`src/rtl/pipe_hazard_ctrl_pkg.sv`:
```
// Shared constants and state encoding for the pipeline hazard controller.
package pipe_ctrl_pkg;

   localparam logic [1:0] PCSEL_SEQ = 2'd0;
   localparam logic [1:0] PCSEL_BR  = 2'd1;
   localparam logic [1:0] PCSEL_JR  = 2'd2;
   localparam logic [1:0] PCSEL_J   = 2'd3;

   localparam logic [4:0] REG_ZERO  = 5'd0;

   typedef enum logic {
      S_RUN = 1'b0,
      S_MD  = 1'b1
   } state_e;

endpackage

```
`src/rtl/pipe_hazard_ctrl_if.sv`:
```
// Bus between the ID/EX/IF pipeline side (master) and the hazard controller (slave).
interface pipe_hazard_ctrl_if #(
   parameter int unsigned CNT_W = 16
);
   logic [4:0]       id_rs;
   logic [4:0]       id_rt;
   logic             id_use_rs;
   logic             id_use_rt;
   logic [1:0]       id_pcsrc;
   logic             ex_wreg;
   logic             ex_m2reg;
   logic [4:0]       ex_rd;
   logic             ex_md_start;
   logic             imem_ready;
   logic             wpcir;
   logic [1:0]       pcsel;
   logic             ifid_flush;
   logic             idex_bubble;
   logic             md_busy;
   logic [CNT_W-1:0] stall_count;

   modport master (
      output id_rs, id_rt, id_use_rs, id_use_rt, id_pcsrc,
             ex_wreg, ex_m2reg, ex_rd, ex_md_start, imem_ready,
      input  wpcir, pcsel, ifid_flush, idex_bubble, md_busy, stall_count
   );

   modport slave (
      input  id_rs, id_rt, id_use_rs, id_use_rt, id_pcsrc,
             ex_wreg, ex_m2reg, ex_rd, ex_md_start, imem_ready,
      output wpcir, pcsel, ifid_flush, idex_bubble, md_busy, stall_count
   );
endinterface

```
`src/rtl/pipe_hazard_ctrl_stall_counter.sv`:
```
// Saturating event counter with synchronous active-high reset.
module pipe_stall_counter #(
   parameter int unsigned CNT_W = 16
) (
   input  logic             clk_i,
   input  logic             rst_i,
   input  logic             en_i,
   output logic [CNT_W-1:0] count_o
);

   logic [CNT_W-1:0] cnt_q, cnt_d;

   always_comb begin
      cnt_d = cnt_q;
      if (en_i && (cnt_q != '1)) cnt_d = cnt_q + CNT_W'(1);
   end

   always_ff @(posedge clk_i) begin
      if (rst_i) cnt_q <= '0;
      else       cnt_q <= cnt_d;
   end

   assign count_o = cnt_q;

endmodule

```
`src/rtl/pipe_hazard_ctrl.sv`:
```
// Sequences PC hold, next-PC select, IF/ID flush and ID/EX bubble for
// load-use, mul/div occupancy, imem wait states and control transfers.
module pipe_hazard_ctrl
   import pipe_ctrl_pkg::*;
#(
   parameter int unsigned MD_LAT     = 4,
   parameter int unsigned DELAY_SLOT = 1,
   parameter int unsigned CNT_W      = 16
) (
   input  logic               clock,
   input  logic               reset,
   pipe_hazard_ctrl_if.slave  bus
);

   localparam int unsigned MDC_W = (MD_LAT > 2) ? $clog2(MD_LAT) : 1;

   state_e             state_q, state_d;
   logic [MDC_W-1:0]   md_cnt_q, md_cnt_d;
   logic               lu, iw;

   assign lu = bus.ex_m2reg & bus.ex_wreg & (bus.ex_rd != REG_ZERO) &
               ((bus.id_use_rs & (bus.id_rs == bus.ex_rd)) |
                (bus.id_use_rt & (bus.id_rt == bus.ex_rd)));
   assign iw = ~bus.imem_ready;

   always_ff @(posedge clock) begin
      if (reset) begin
         state_q  <= S_RUN;
         md_cnt_q <= '0;
      end else begin
         state_q  <= state_d;
         md_cnt_q <= md_cnt_d;
      end
   end

   // The counter holds remaining S_MD cycles minus one; exit happens on zero.
   always_comb begin
      state_d  = state_q;
      md_cnt_d = md_cnt_q;
      case (state_q)
         S_RUN: begin
            if (bus.ex_md_start) begin
               state_d  = S_MD;
               md_cnt_d = MDC_W'(MD_LAT - 2);
            end
         end
         S_MD: begin
            if (md_cnt_q == '0) state_d = S_RUN;
            else                md_cnt_d = md_cnt_q - MDC_W'(1);
         end
         default: state_d = S_RUN;
      endcase
   end

   always_comb begin
      bus.wpcir       = 1'b0;
      bus.pcsel       = PCSEL_SEQ;
      bus.ifid_flush  = 1'b0;
      bus.idex_bubble = 1'b0;
      bus.md_busy     = (state_q == S_MD);
      if (reset) begin
         bus.wpcir = 1'b1;
      end else if (state_q == S_MD) begin
         bus.wpcir       = 1'b1;
         bus.idex_bubble = 1'b1;
      end else if (lu) begin
         bus.wpcir       = 1'b1;
         bus.idex_bubble = 1'b1;
      end else if (iw) begin
         bus.wpcir = 1'b1;
      end else begin
         bus.pcsel      = bus.id_pcsrc;
         bus.ifid_flush = (DELAY_SLOT == 0) && (bus.id_pcsrc != PCSEL_SEQ);
      end
   end

   pipe_stall_counter #(
      .CNT_W (CNT_W)
   ) u_stall_cnt (
      .clk_i   (clock),
      .rst_i   (reset),
      .en_i    (bus.wpcir),
      .count_o (bus.stall_count)
   );

endmodule

```
`src/flat_wrapper.sv`:
```
// flat-port wrapper written by rule: the top's interface ports become plain ports
module pipe_hazard_ctrl_flat import pipe_ctrl_pkg::*;
#(
   parameter int unsigned MD_LAT     = 4,
   parameter int unsigned DELAY_SLOT = 1,
   parameter int unsigned CNT_W      = 16
)
  (clock, reset, bus_id_rs, bus_id_rt, bus_id_use_rs, bus_id_use_rt, bus_id_pcsrc, bus_ex_wreg, bus_ex_m2reg, bus_ex_rd, bus_ex_md_start, bus_imem_ready, bus_wpcir, bus_pcsel, bus_ifid_flush, bus_idex_bubble, bus_md_busy, bus_stall_count);
  pipe_hazard_ctrl_if #(.CNT_W(CNT_W)) bus_i ();
  input  logic clock;
  input  logic reset;
  input wire logic [$bits(bus_i.id_rs)-1:0] bus_id_rs;
  input wire logic [$bits(bus_i.id_rt)-1:0] bus_id_rt;
  input wire logic [$bits(bus_i.id_use_rs)-1:0] bus_id_use_rs;
  input wire logic [$bits(bus_i.id_use_rt)-1:0] bus_id_use_rt;
  input wire logic [$bits(bus_i.id_pcsrc)-1:0] bus_id_pcsrc;
  input wire logic [$bits(bus_i.ex_wreg)-1:0] bus_ex_wreg;
  input wire logic [$bits(bus_i.ex_m2reg)-1:0] bus_ex_m2reg;
  input wire logic [$bits(bus_i.ex_rd)-1:0] bus_ex_rd;
  input wire logic [$bits(bus_i.ex_md_start)-1:0] bus_ex_md_start;
  input wire logic [$bits(bus_i.imem_ready)-1:0] bus_imem_ready;
  output wire logic [$bits(bus_i.wpcir)-1:0] bus_wpcir;
  output wire logic [$bits(bus_i.pcsel)-1:0] bus_pcsel;
  output wire logic [$bits(bus_i.ifid_flush)-1:0] bus_ifid_flush;
  output wire logic [$bits(bus_i.idex_bubble)-1:0] bus_idex_bubble;
  output wire logic [$bits(bus_i.md_busy)-1:0] bus_md_busy;
  output wire logic [$bits(bus_i.stall_count)-1:0] bus_stall_count;
  assign bus_i.id_rs = bus_id_rs;
  assign bus_i.id_rt = bus_id_rt;
  assign bus_i.id_use_rs = bus_id_use_rs;
  assign bus_i.id_use_rt = bus_id_use_rt;
  assign bus_i.id_pcsrc = bus_id_pcsrc;
  assign bus_i.ex_wreg = bus_ex_wreg;
  assign bus_i.ex_m2reg = bus_ex_m2reg;
  assign bus_i.ex_rd = bus_ex_rd;
  assign bus_i.ex_md_start = bus_ex_md_start;
  assign bus_i.imem_ready = bus_imem_ready;
  assign bus_wpcir = bus_i.wpcir;
  assign bus_pcsel = bus_i.pcsel;
  assign bus_ifid_flush = bus_i.ifid_flush;
  assign bus_idex_bubble = bus_i.idex_bubble;
  assign bus_md_busy = bus_i.md_busy;
  assign bus_stall_count = bus_i.stall_count;
  pipe_hazard_ctrl #(.MD_LAT(MD_LAT), .DELAY_SLOT(DELAY_SLOT), .CNT_W(CNT_W)) u_core (.clock(clock), .reset(reset), .bus(bus_i));
endmodule
```
`config.mk`:
```
export PLATFORM = sky130hd
export DESIGN_NAME = pipe_hazard_ctrl_flat
export DESIGN_NICKNAME = d
export VERILOG_FILES = /design/src/rtl/pipe_hazard_ctrl_pkg.sv /design/src/rtl/pipe_hazard_ctrl_if.sv /design/src/rtl/pipe_hazard_ctrl_stall_counter.sv /design/src/rtl/pipe_hazard_ctrl.sv /design/src/flat_wrapper.sv
export SDC_FILE = /design/constraint.sdc
export NUM_CORES = 1
export LEC_CHECK = 0
export ABC_AREA = 1
export ABC_CLOCK_PERIOD_IN_PS = 2000
export CAP_MARGIN = 20
export CORE_MARGIN = 2
export CORE_UTILIZATION = 45
export DETAILED_ROUTE_END_ITERATION = 10
export PLACE_DENSITY_LB_ADDON = 0.12
export SETUP_SLACK_MARGIN = 0.05
export SLEW_MARGIN = 5
export SYNTH_ARGS = -nofsm -noshare
export SYNTH_HDL_FRONTEND = slang
export SYNTH_HIERARCHICAL = 1
export SYNTH_SLANG_ARGS = --single-unit
```
`constraint.sdc`:
```
create_clock -name clock -period 2 [get_ports clock]
set_input_delay 0.2 -clock clock [delete_from_list [all_inputs] [get_ports clock]]
set_output_delay 0.2 -clock clock [all_outputs]
set_load 0.02 [all_outputs]
```
==> impl_metrics.json <==
{
  "cts_tree": "built",
  "setup_viol": 0,
  "clock_skew_ns": 0.01056,
  "io_buffers": 45,
  "wl_mm": 3.056,
  "hold_violations": 0,
  "fin_crit_ns": 1.793,
  "grt_pass1_vias": 1287,
  "instances_no_fill": 316,
  "p_switching_uw": 226.8,
  "die_area_sq_um": 3436,
  "crit_type": "in2out",
  "synth_flop_cell": "dfxtp_1",
  "synthXorXnorAreaFrac_pct": 0,
  "synth_top_area_share_pct": 28.33,
  "max-cap-violations": 0,
  "cts.hold.buffers_added": 0,
  "end_kind": "output port",
  "row_count": 19,
  "slew_viol_final": 0,
  "wl_per_cell_um": 9.671,
  "drive_above_1_share_pct": 15.79,
  "hold_class": "reg2reg",
  "antenna_cells": 0,
  "yosysSeqAreaShare_pct": 28.33,
  "synthesis.nets": 259,
  "drc": 3,
  "p_leak_nw": 0.9415,
  "status": "finished with violations",
  "syn_area_sq_um": 1343,
  "synth_commonest_cells": "78 x nand2_1, 46 x nor2_1, 23 x inv_1",
  "postRouteAntennaNets": 0,
  "avgSynthCellArea_sq_um": 5.787,
  "crit_required_ns": 1.80,
  "nNetsFinal": 313,
  "power_density_nw_per_um2": 416.8,
  "fin_crit_sh_pct": 89.67,
  "drtIter0Drc": 78,
  "root_buffer": "clkbuf_4",
  "firstDrtPassIters": 7,
  "numClockSinks": 19,
  "area_growth_pct": 42.22,
  "htree_levels": 1,
  "gp_congestion": 0.8729,
  "grt_max_degree": 17,
  "grt_pass1_wl_mm": 5.444,
  "muxShareOfSynthArea_pct": 0,
  "synth_edf_count": 0,
  "start_kind": "input port",
  "p_clk_share_pct": 24.3,
  "via_per_inst": 4.693,
  "placed_cells": 311,
  "yosysUniqueCellTypes": 23,
  "rsz0062_at_grt": "no",
  "die_x_um": 58.62,
  "cts_buffers": 3,
  "postSynthCellCount": 232,
  "num_vias": 1483,
  "synthAdderAreaFrac_pct": 1.864,
  "fp.coreArea_sq_um": 2805,
  "p_sw_share_pct": 28.50,
  "synthSimpleGateAreaFrac_pct": 54.33,
  "intPower_uw": 569.0,
  "max_freq_mhz": 557.6,
  "synthTopCellsByArea": "dfxtp_1 28%, nand2_1 22%, nor2_1 13%, inv_1 6.4%, nand3_1 5.6%",
  "synth_seq_cells": 19,
  "io_pins": 47,
  "clockBufferDepth": 2,
  "grt_usage_pct": 19.96,
  "irDropWorstVdd_v": 0.0003944,
  "crit_fanout": 3,
  "synth_compound_area_share_pct": 5.312,
  "yosysWarnings": 6,
  "grt_overflow": 0,
  "arrival_ns": 1.59,
  "start_util_pct": 47.86,
  "postLayoutCoreUtil_pct": 68.06,
  "place_hpwl_mm": 2.431,
  "violations": "design-rule violations",
  "async_flop_share_pct": 0,
  "synth_top_area_cell": "dfxtp_1",
  "p_seq_share_pct": 50.5,
  "synth_top_family_by_area": "simple AND/OR/NAND/NOR gates",
  "combPwrFrac_pct": 25.3,
  "antenna_found_initial": 0,
  "clock_insertion_delay_worst_skew_ns": 0.30,
  "synth_most_common_cell": "nand2_1",
  "die_h_um": 58.62,
  "clk_pin_slew_worst_paths_ns": 0.11
}
## flip-flops by register name, summed over array words and instances (netlist names)
register / flops
u_core/u_stall_cnt/count_o: 16
u_core/md_cnt_q: 2
u_core/bus.md_busy: 1
## kinds of logic after synthesis
logic type	after synthesis
flops	19
buf+inv	33
simple gates	165
compound gates	12
other cells	1
fa+ha+maj	2
## cell type report
| type | count | area, sq um |
|---|---|---|
| repair buffers | 52 | 510.5 |
| clock inverters | 1 | 5.005 |
| multi-input cells | 180 | 839.6 |
| clock buffers | 3 | 22.52 |
| fillers | 265 | 895.9 |
| flip-flops and latches | 19 | 380.4 |
| well taps | 31 | 38.79 |
| inverters | 30 | 112.6 |
## worst max-delay path: stages
cell	delay (ns)
clkdlybuf4s50_1	0.48
inv_1	0.04
nand2_1	0.06
nand2_2	0.05
nor2_2	0.09
nand3_1	0.06
nand2_1	0.08
nand2_2	0.08
a21oi_2	0.11
dlygate4sd2_1	0.34
## power groups by stage
stage          sequential, mW  clock (mW)  combinational (mW)
3_5_place_dp            0.411           0               0.205
6_report                0.402       0.193               0.201
3_3_place_gp            0.410           0               0.204
5_1_grt                 0.405       0.224               0.226
2_1_floorplan           0.419           0              0.0972
4_1_cts                 0.402       0.203               0.203
## what timing repair did
action                                  CTS  global route
endpoints found under the setup margin    4            15
setup buffers                             0             1
pin swaps                                 0             7
gates resized for setup                   4            17
## cell usage in the layout, fill, tap and decap left out
cell type / n
nand2_1: 78
nor2_1: 44
clkdlybuf4s50_1: 33
inv_1: 21
dfxtp_1: 19
nand3_1: 14
nor2_2: 13
inv_2: 9
a21oi_1: 9
dlymetal6s2s_1: 8
buf_4: 7
nand4_1: 5
nand2_2: 4
clkbuf_4: 3
dlygate4sd2_1: 2
clkbuf_2: 2
nand3_2: 2
ha_1: 2
nor2_4: 2
clkinv_2: 1
a21oi_2: 1
a211oi_1: 1
a32o_1: 1
conb_1: 1
nor2_8: 1
or2_0: 1
nor3_1: 1
## path summary, 6_finish.rpt
path / start / endpoint / slack, ns / cells past startpoint
max: bus_id_rt[3] / bus_idex_bubble / 0.21 / 10
max reg2reg: u_core/u_stall_cnt/count_o[0] / u_core/u_stall_cnt/count_o[0] / 0.47 / 9
min reg2reg: u_core/md_cnt_q[0] / u_core/md_cnt_q[0] / 0.50 / 2
min: u_core/md_cnt_q[0] / u_core/md_cnt_q[0] / 0.50 / 2
## metrics by stage
step | setup TNS, ns | instance area [sq um] | hold slack [ns] | setup WS [ns] | total power, mW
floorplan | 0 | 1343 | 0.2785 | 0.2704 | 0.5161
global placement | -1.832 | 1857 | 0.4852 | -0.1888 | 0.6135
detailed placement | -2.304 | 1857 | 0.4891 | -0.2058 | 0.6154
CTS | 0 | 1879 | 0.5067 | 0.07111 | 0.8076
global route | 0 | 1909 | 0.5281 | 0.05056 | 0.8549
finish | 0 | 1909 | 0.4997 | 0.2067 | 0.7958
## metal layers
layer / vias up / GRT usage, % / wire, um / share of wire [%]
li1: 818 / - / - / -
met1: 620 / 28.30 / 1523 / 50
met2: 43 / 31.78 / 1338 / 44
met3: 2 / 3.956 / 175 / 5.7
met4: 0 / 3.896 / 19 / 0.62
met5: - / 0 / 0 / 0
Note: power is estimated with default switching activity, not from simulation.
==> RTL change 1 (same flow settings) <==
Make the reset (`reset` and `rst_i`) asynchronous in 2 clocked blocks. Comments in the files are not updated.
--- a/src/rtl/pipe_hazard_ctrl_stall_counter.sv
+++ b/src/rtl/pipe_hazard_ctrl_stall_counter.sv
@@ -15,7 +15,7 @@
       if (en_i && (cnt_q != '1)) cnt_d = cnt_q + CNT_W'(1);
    end
 
-   always_ff @(posedge clk_i) begin
+   always_ff @(posedge clk_i or posedge rst_i) begin
       if (rst_i) cnt_q <= '0;
       else       cnt_q <= cnt_d;
    end
--- a/src/rtl/pipe_hazard_ctrl.sv
+++ b/src/rtl/pipe_hazard_ctrl.sv
@@ -23,7 +23,7 @@
                 (bus.id_use_rt & (bus.id_rt == bus.ex_rd)));
    assign iw = ~bus.imem_ready;
 
-   always_ff @(posedge clock) begin
+   always_ff @(posedge clock or posedge reset) begin
       if (reset) begin
          state_q  <= S_RUN;
          md_cnt_q <= '0;
Check against the original RTL: differs if reset is asserted again (counterexample within 4 cycles, from zero or initial values and one cycle with reset high); with reset held inactive, the same outputs for 10 cycles.
==> RTL change 1 against the unedited design <==
Worst hold slack worse by 0.34 ns; synthesized area is 11% higher; clock skew hardly changed; routed wire length is 6.6% higher; first-iteration DRC count is 36% lower; maximum frequency is 0.73% lower; worst setup slack worse by 0.013 ns; global-route usage is 0.90 points lower; design area is 6.7% higher; sequential cell count stayed put; critical endpoint unchanged; largest cell class unchanged.
Power is not compared: it rests on default switching activity, and its combinational part moved more than twofold at a synthesized area within 25%.
==> RTL change 1: results (changes against the unedited design) <==
Synth
  – Area contributors post-synth: dfrtp_1, nand2_1, inv_1, nor2_1, nand3_1 (was dfxtp_1, nand2_1, nor2_1, inv_1, nand3_1)
  – Compound-Gate Fraction of Synth Area: 0.06471 (was 0.05312)
  – Syn_nets: 260 (was 259)
  – Syn Inst Count: 233 (was 232)
  – Commonest cells post-synth: nand2_1, inv_1, nor2_1 (was nand2_1, nor2_1, inv_1)
  – Post-synth top flop: dfrtp_1 (was dfxtp_1)
  – Asr flop ratio synth: 1.000 (was 0)
  – Unique cell type count in the Yosys netlist: 21 (was 23)
  – Register area share after synthesis: 0.3193 (was 0.2833)

Final layout
  – #MultiIn Comb: 177 (was 180)
  – Final Core Density: 0.6569 (was 0.6806)
  – Clock network area share: 0.01351 (was 0.01442)
  – Data buffer area share: 0.2388 (was 0.2674)
  – Bufs w/o clock: 48 (was 52)
  – # fillers: 308 (was 265)
  – Multi-input combinational area share: 0.4230 (was 0.4397)
  – Register Area: 475.5 um^2 (was 380.4 um^2)
  – Final #Nets: 311 (was 313)

GRT
  – Met3 Use GR: 0.04622 (was 0.03956)
  – GRT Total Usage: 0.1906 (was 0.1996)
  – Number of global-route vias before repair: 1,272 (was 1,287)
  – Met1 Use GR: 0.2375 (was 0.2830)
  – Met2 usage: 0.3353 (was 0.3178)
  – Global-route wire length before repair: 5430 um (was 5444 um)

Drt
  – Initial DRC Count: 50 (was 78)
  – Drt pass-1 iters: 4 (was 7)
  – Vias: 1,498 (was 1,483)
  – Wl on met1: 1579 um (was 1523 um)
  – Met3 WL: 111 um (was 175 um)
  – DRT Wirelength: 3258 um (was 3056 um)
  – Vias/cell: 4.581 (was 4.693)
  – Detail Route met2 WL: 1537 um (was 1338 um)

Status
  – Status: finished, final reports clean (was finished with violations)

Power and ir drop
  – P_sw: 709.1 uW
  – Static Leakage: 1.006 nW

Placement
  – Hpwl dp: 2646 um (was 2431 um)
  – GPL Wtd Cong: 0.7779 (was 0.8729)
  – Cells after DPL: 323 (was 311)
  – Pre-CTS WS: -0.1347 ns (was -0.2058 ns)

Die
  – Width of the die: 61.52 um (was 58.62 um)

Worst hold path
  – Hold WC Path Type: in2async (was reg2reg)

Worst setup path
  – Arr. time, crit path: 1.61 ns (was 1.59 ns)
  – FF-to-FF Start: u_core/u_stall_cnt/count_o[0]$_DFFE_PP0P_ (was u_core/u_stall_cnt/count_o[0]$_SDFFE_PP0P_)

STA
  – Clock skew: 0.01033 ns (was 0.01056 ns)
  – PnR worst setup slack: 0.1935 ns (was 0.2067 ns)
-- RTL change 1: cell count changes in the layout (fill, tap and decap cells not counted), sizes merged, moves of 3 or more --
cell | unedited run | this run
dfxtp | 19 | 0
inv | 30 | 35
o21ai | 0 | 13
clkdlybuf4s50 | 33 | 37
dlymetal6s2s | 8 | 4
buf | 7 | 3
nand2 | 82 | 100
dfrtp | 0 | 19
a21oi | 10 | 1
nor2 | 60 | 34
nand3 | 16 | 13
-- RTL change 1: cell families after synthesis --
family,count (synthesis)
and+or+nand+nor,156
buffers and inverters,37
DFF,19
AOI/OAI and AO/OA,14
xor gates and xnor gates,4
adders and majority gates,2
other,1
-- RTL change 1: power by group through the flow --
stage               Clock (mW)  Combinational [mW]  Sequential [mW]
global placement             0               0.850            0.598
CTS                      0.206               0.855            0.591
detailed placement           0               0.859            0.598
floorplan                    0               0.470            0.664
global route             0.223               0.932            0.607
finish                   0.198               0.846            0.591
==> RTL change 2 (config.mk and constraints unchanged) <==
Without the edit above. Set the package constant `REG_ZERO` to 5'd1 (it was 5'd0).
--- a/src/rtl/pipe_hazard_ctrl_pkg.sv
+++ b/src/rtl/pipe_hazard_ctrl_pkg.sv
@@ -6,7 +6,7 @@
    localparam logic [1:0] PCSEL_JR  = 2'd2;
    localparam logic [1:0] PCSEL_J   = 2'd3;
 
-   localparam logic [4:0] REG_ZERO  = 5'd0;
+   localparam logic [4:0] REG_ZERO  = 5'd1;
 
    typedef enum logic {
       S_RUN = 1'b0,
Check against the original RTL: not equivalent (Yosys sat finds a counterexample within 4 cycles, from zero or initial values and one cycle with reset high).
==> RTL change 2 against the unedited design <==
Sequential share of layout area fell by 0.21 points; power up 1.4%; non-clock buffer count rose by 1; via count up 3.0%; routed wire length is essentially flat; first-iteration DRC count fell by 1.3%; worst setup slack got worse by 0.016 ns; sequential cell count stayed put; synthesized area about the same; design area up 1.0%; critical path type is now in2reg; critical endpoint is now u_core/u_stall_cnt/count_o[14]$_SDFFE_PP0P_; highest routed layer unchanged.
==> RTL change 2: results (changes against the unedited design) <==
Drt
  – Initial DRC Count: 77 (was 78)
  – Top routing layer in use: met4 (unchanged)
  – Met3 WL: 159 um (was 175 um)
  – Wl on met1: 1455 um (was 1523 um)
  – Drt pass-1 iters: 4 (was 7)
  – Wirelength per Cell: 9.680 um (was 9.671 um)
  – Detail Route met2 WL: 1433 um (was 1338 um)
  – Vias/cell: 4.832 (was 4.693)

Synth
  – Syn Inst Count: 231 (was 232)
  – Register area share after synthesis: 0.2831 (was 0.2833)
  – Asr flop ratio synth: 0 (unchanged)
  – Syn_nets: 258 (was 259)
  – Commonest cells post-synth: nand2_1, nor2_1, inv_1 (unchanged)
  – Area contributors post-synth: dfxtp_1, nand2_1, nor2_1, inv_1, nand3_1 (unchanged)
  – Unique cell type count in the Yosys netlist: 24 (was 23)
  – Ys Warns: 6 (unchanged)

Power and ir drop
  – P_sw: 235.3 uW (was 226.8 uW)
  – Maximum vdd drop: 0.0002593 V (was 0.0003944 V)
  – Static Leakage: 0.9578 nW (was 0.9415 nW)

Final layout
  – Finished Layout Cells: 316 (unchanged)
  – Final instance area: 1929 um^2 (was 1909 um^2)
  – Largest register FFs: 16 (unchanged)
  – # fillers: 269 (was 265)
  – Ratio of cells with drive above 1 in the final layout: 0.1649 (was 0.1579)

Placement
  – Hpwl dp: 2427 um (was 2431 um)
  – Cells after DPL: 311 (unchanged)
  – GPL Wtd Cong: 0.8637 (was 0.8729)
  – Pre-CTS WS: -0.2374 ns (was -0.2058 ns)

Worst hold path
  – Hold depth: 2 (unchanged)
  – Hold WC Path Type: reg2reg (unchanged)
  – Hold endpoint: u_core/md_cnt_q[0]$_SDFFE_PP0P_ (unchanged)
  – Hold Startpoint: u_core/md_cnt_q[0]$_SDFFE_PP0P_ (unchanged)

Worst setup path
  – Critical Path Fanout Max: 4 (was 3)
  – FF-to-FF path depth: 6 (was 9)
  – CP delay by family, top: simple AND/OR/NAND/NOR gates (was buffers and inverters)
  – Slowest cell on crit path: clkdlybuf4s50_1 (unchanged)
  – Flop-to-flop setup slack: 0.46 ns
  – Arr. time, crit path: 2.01 ns (was 1.59 ns)
  – Worst R2R End: u_core/u_stall_cnt/count_o[11]$_SDFFE_PP0P_ (was u_core/u_stall_cnt/count_o[0]$_SDFFE_PP0P_)

CTS
  – CTS H-tree lvls: 1 (unchanged)
  – CTS buffer count: 3 (unchanged)
  – Root Buffer: clkbuf_4 (unchanged)
  – Clock Path Buffers: 2 (unchanged)
  – CTS clk-pin slew, worst paths: 0.11 ns (about the same)
  – Clk_lat worst skew: 0.30 ns (about the same)

GRT
  – Initial antenna violation count: 0 (unchanged)
  – Number of global-route vias before repair: 1,316 (was 1,287)
  – Global-route wire length before repair: 5326 um (was 5444 um)
  – GRT Total Usage: 0.1947 (was 0.1996)

STA
  – Clock skew: 0.002893 ns (was 0.01056 ns)
  – Hold Slack: 0.5026 ns (was 0.4997 ns)

Status
  – Status: finished, final reports clean (was finished with violations)
RTL change 2: changes by cell type after synthesis:
cell and change:
nand2_1 -1, nand3_1 -1, a31oi_1 +1, nor3_1 +1, nand2_2 +2, nand4_1 -1, inv_2 -1, nor2_1 -1
RTL change 2: worst max-delay path by stage:
stage                       from                                     endpoint  slack, ns  cells past startpoint
floorplan           bus_id_rt[4]  u_core/u_stall_cnt/count_o[13]$_SDFFE_PP0P_       0.27                     15
global placement    bus_ex_rd[4]                                    bus_wpcir      -0.18                     10
detailed placement  bus_ex_rd[2]                                    bus_wpcir      -0.24                     10
CTS                 bus_ex_rd[2]                                    bus_wpcir       0.04                     10
global route        bus_id_rs[3]  u_core/u_stall_cnt/count_o[14]$_SDFFE_PP0P_       0.03                     17
finish              bus_id_rt[4]  u_core/u_stall_cnt/count_o[14]$_SDFFE_PP0P_       0.19                     17
RTL change 2: logic make-up (layout without fill, tap and decap cells):
kind of cell,count (synthesis),count (layout),synth area share
compound gates,13,13,0.05773
fa+ha+maj,2,2,0.01862
buf+inv,32,86,0.09590
flops,19,19,0.2831
other cells,1,1,0.002791
simple gates,164,164,0.5419
RTL change 2: per-layer routing:
layer / vias up / GRT usage
met5: - / 0
met4: 0 / 0.03571
met3: 2 / 0.04396
met2: 37 / 0.3355
met1: 668 / 0.2517
li1: 820 / -
RTL change 2: worst reg2reg max path: stages (launching register included):
cell	delay (ns)
dfxtp_1	0.41
ha_1	0.20
inv_1	0.05
nor2_2	0.20
nand4_1	0.31
a21oi_1	0.23
nor2_1	0.06
RTL change 2: area by class of cell:
cell class / instances / area share
Tap cell: 31 / 0.02010
Multi-Input combinational cell: 180 / 0.4403
Sequential cell: 19 / 0.1971
Clock inverter: 1 / 0.002594
Inverter: 29 / 0.05642
Timing Repair Buffer: 53 / 0.2717
Clock buffer: 3 / 0.01167
RTL change 2: power groups by stage:
stage / sequential (mW) / clock, mW / combinational (mW)
floorplan: 0.419 / 0 / 0.0972
global placement: 0.410 / 0 / 0.205
detailed placement: 0.411 / 0 / 0.208
CTS: 0.402 / 0.203 / 0.206
global route: 0.405 / 0.219 / 0.232
finish: 0.402 / 0.199 / 0.205
RTL change 2: timing repair:
action / in CTS / in global routing
buffers inserted: 0 / 1
setup endpoints to repair: 4 / 18
resized for setup: 4 / 17
pin swaps: 0 / 6
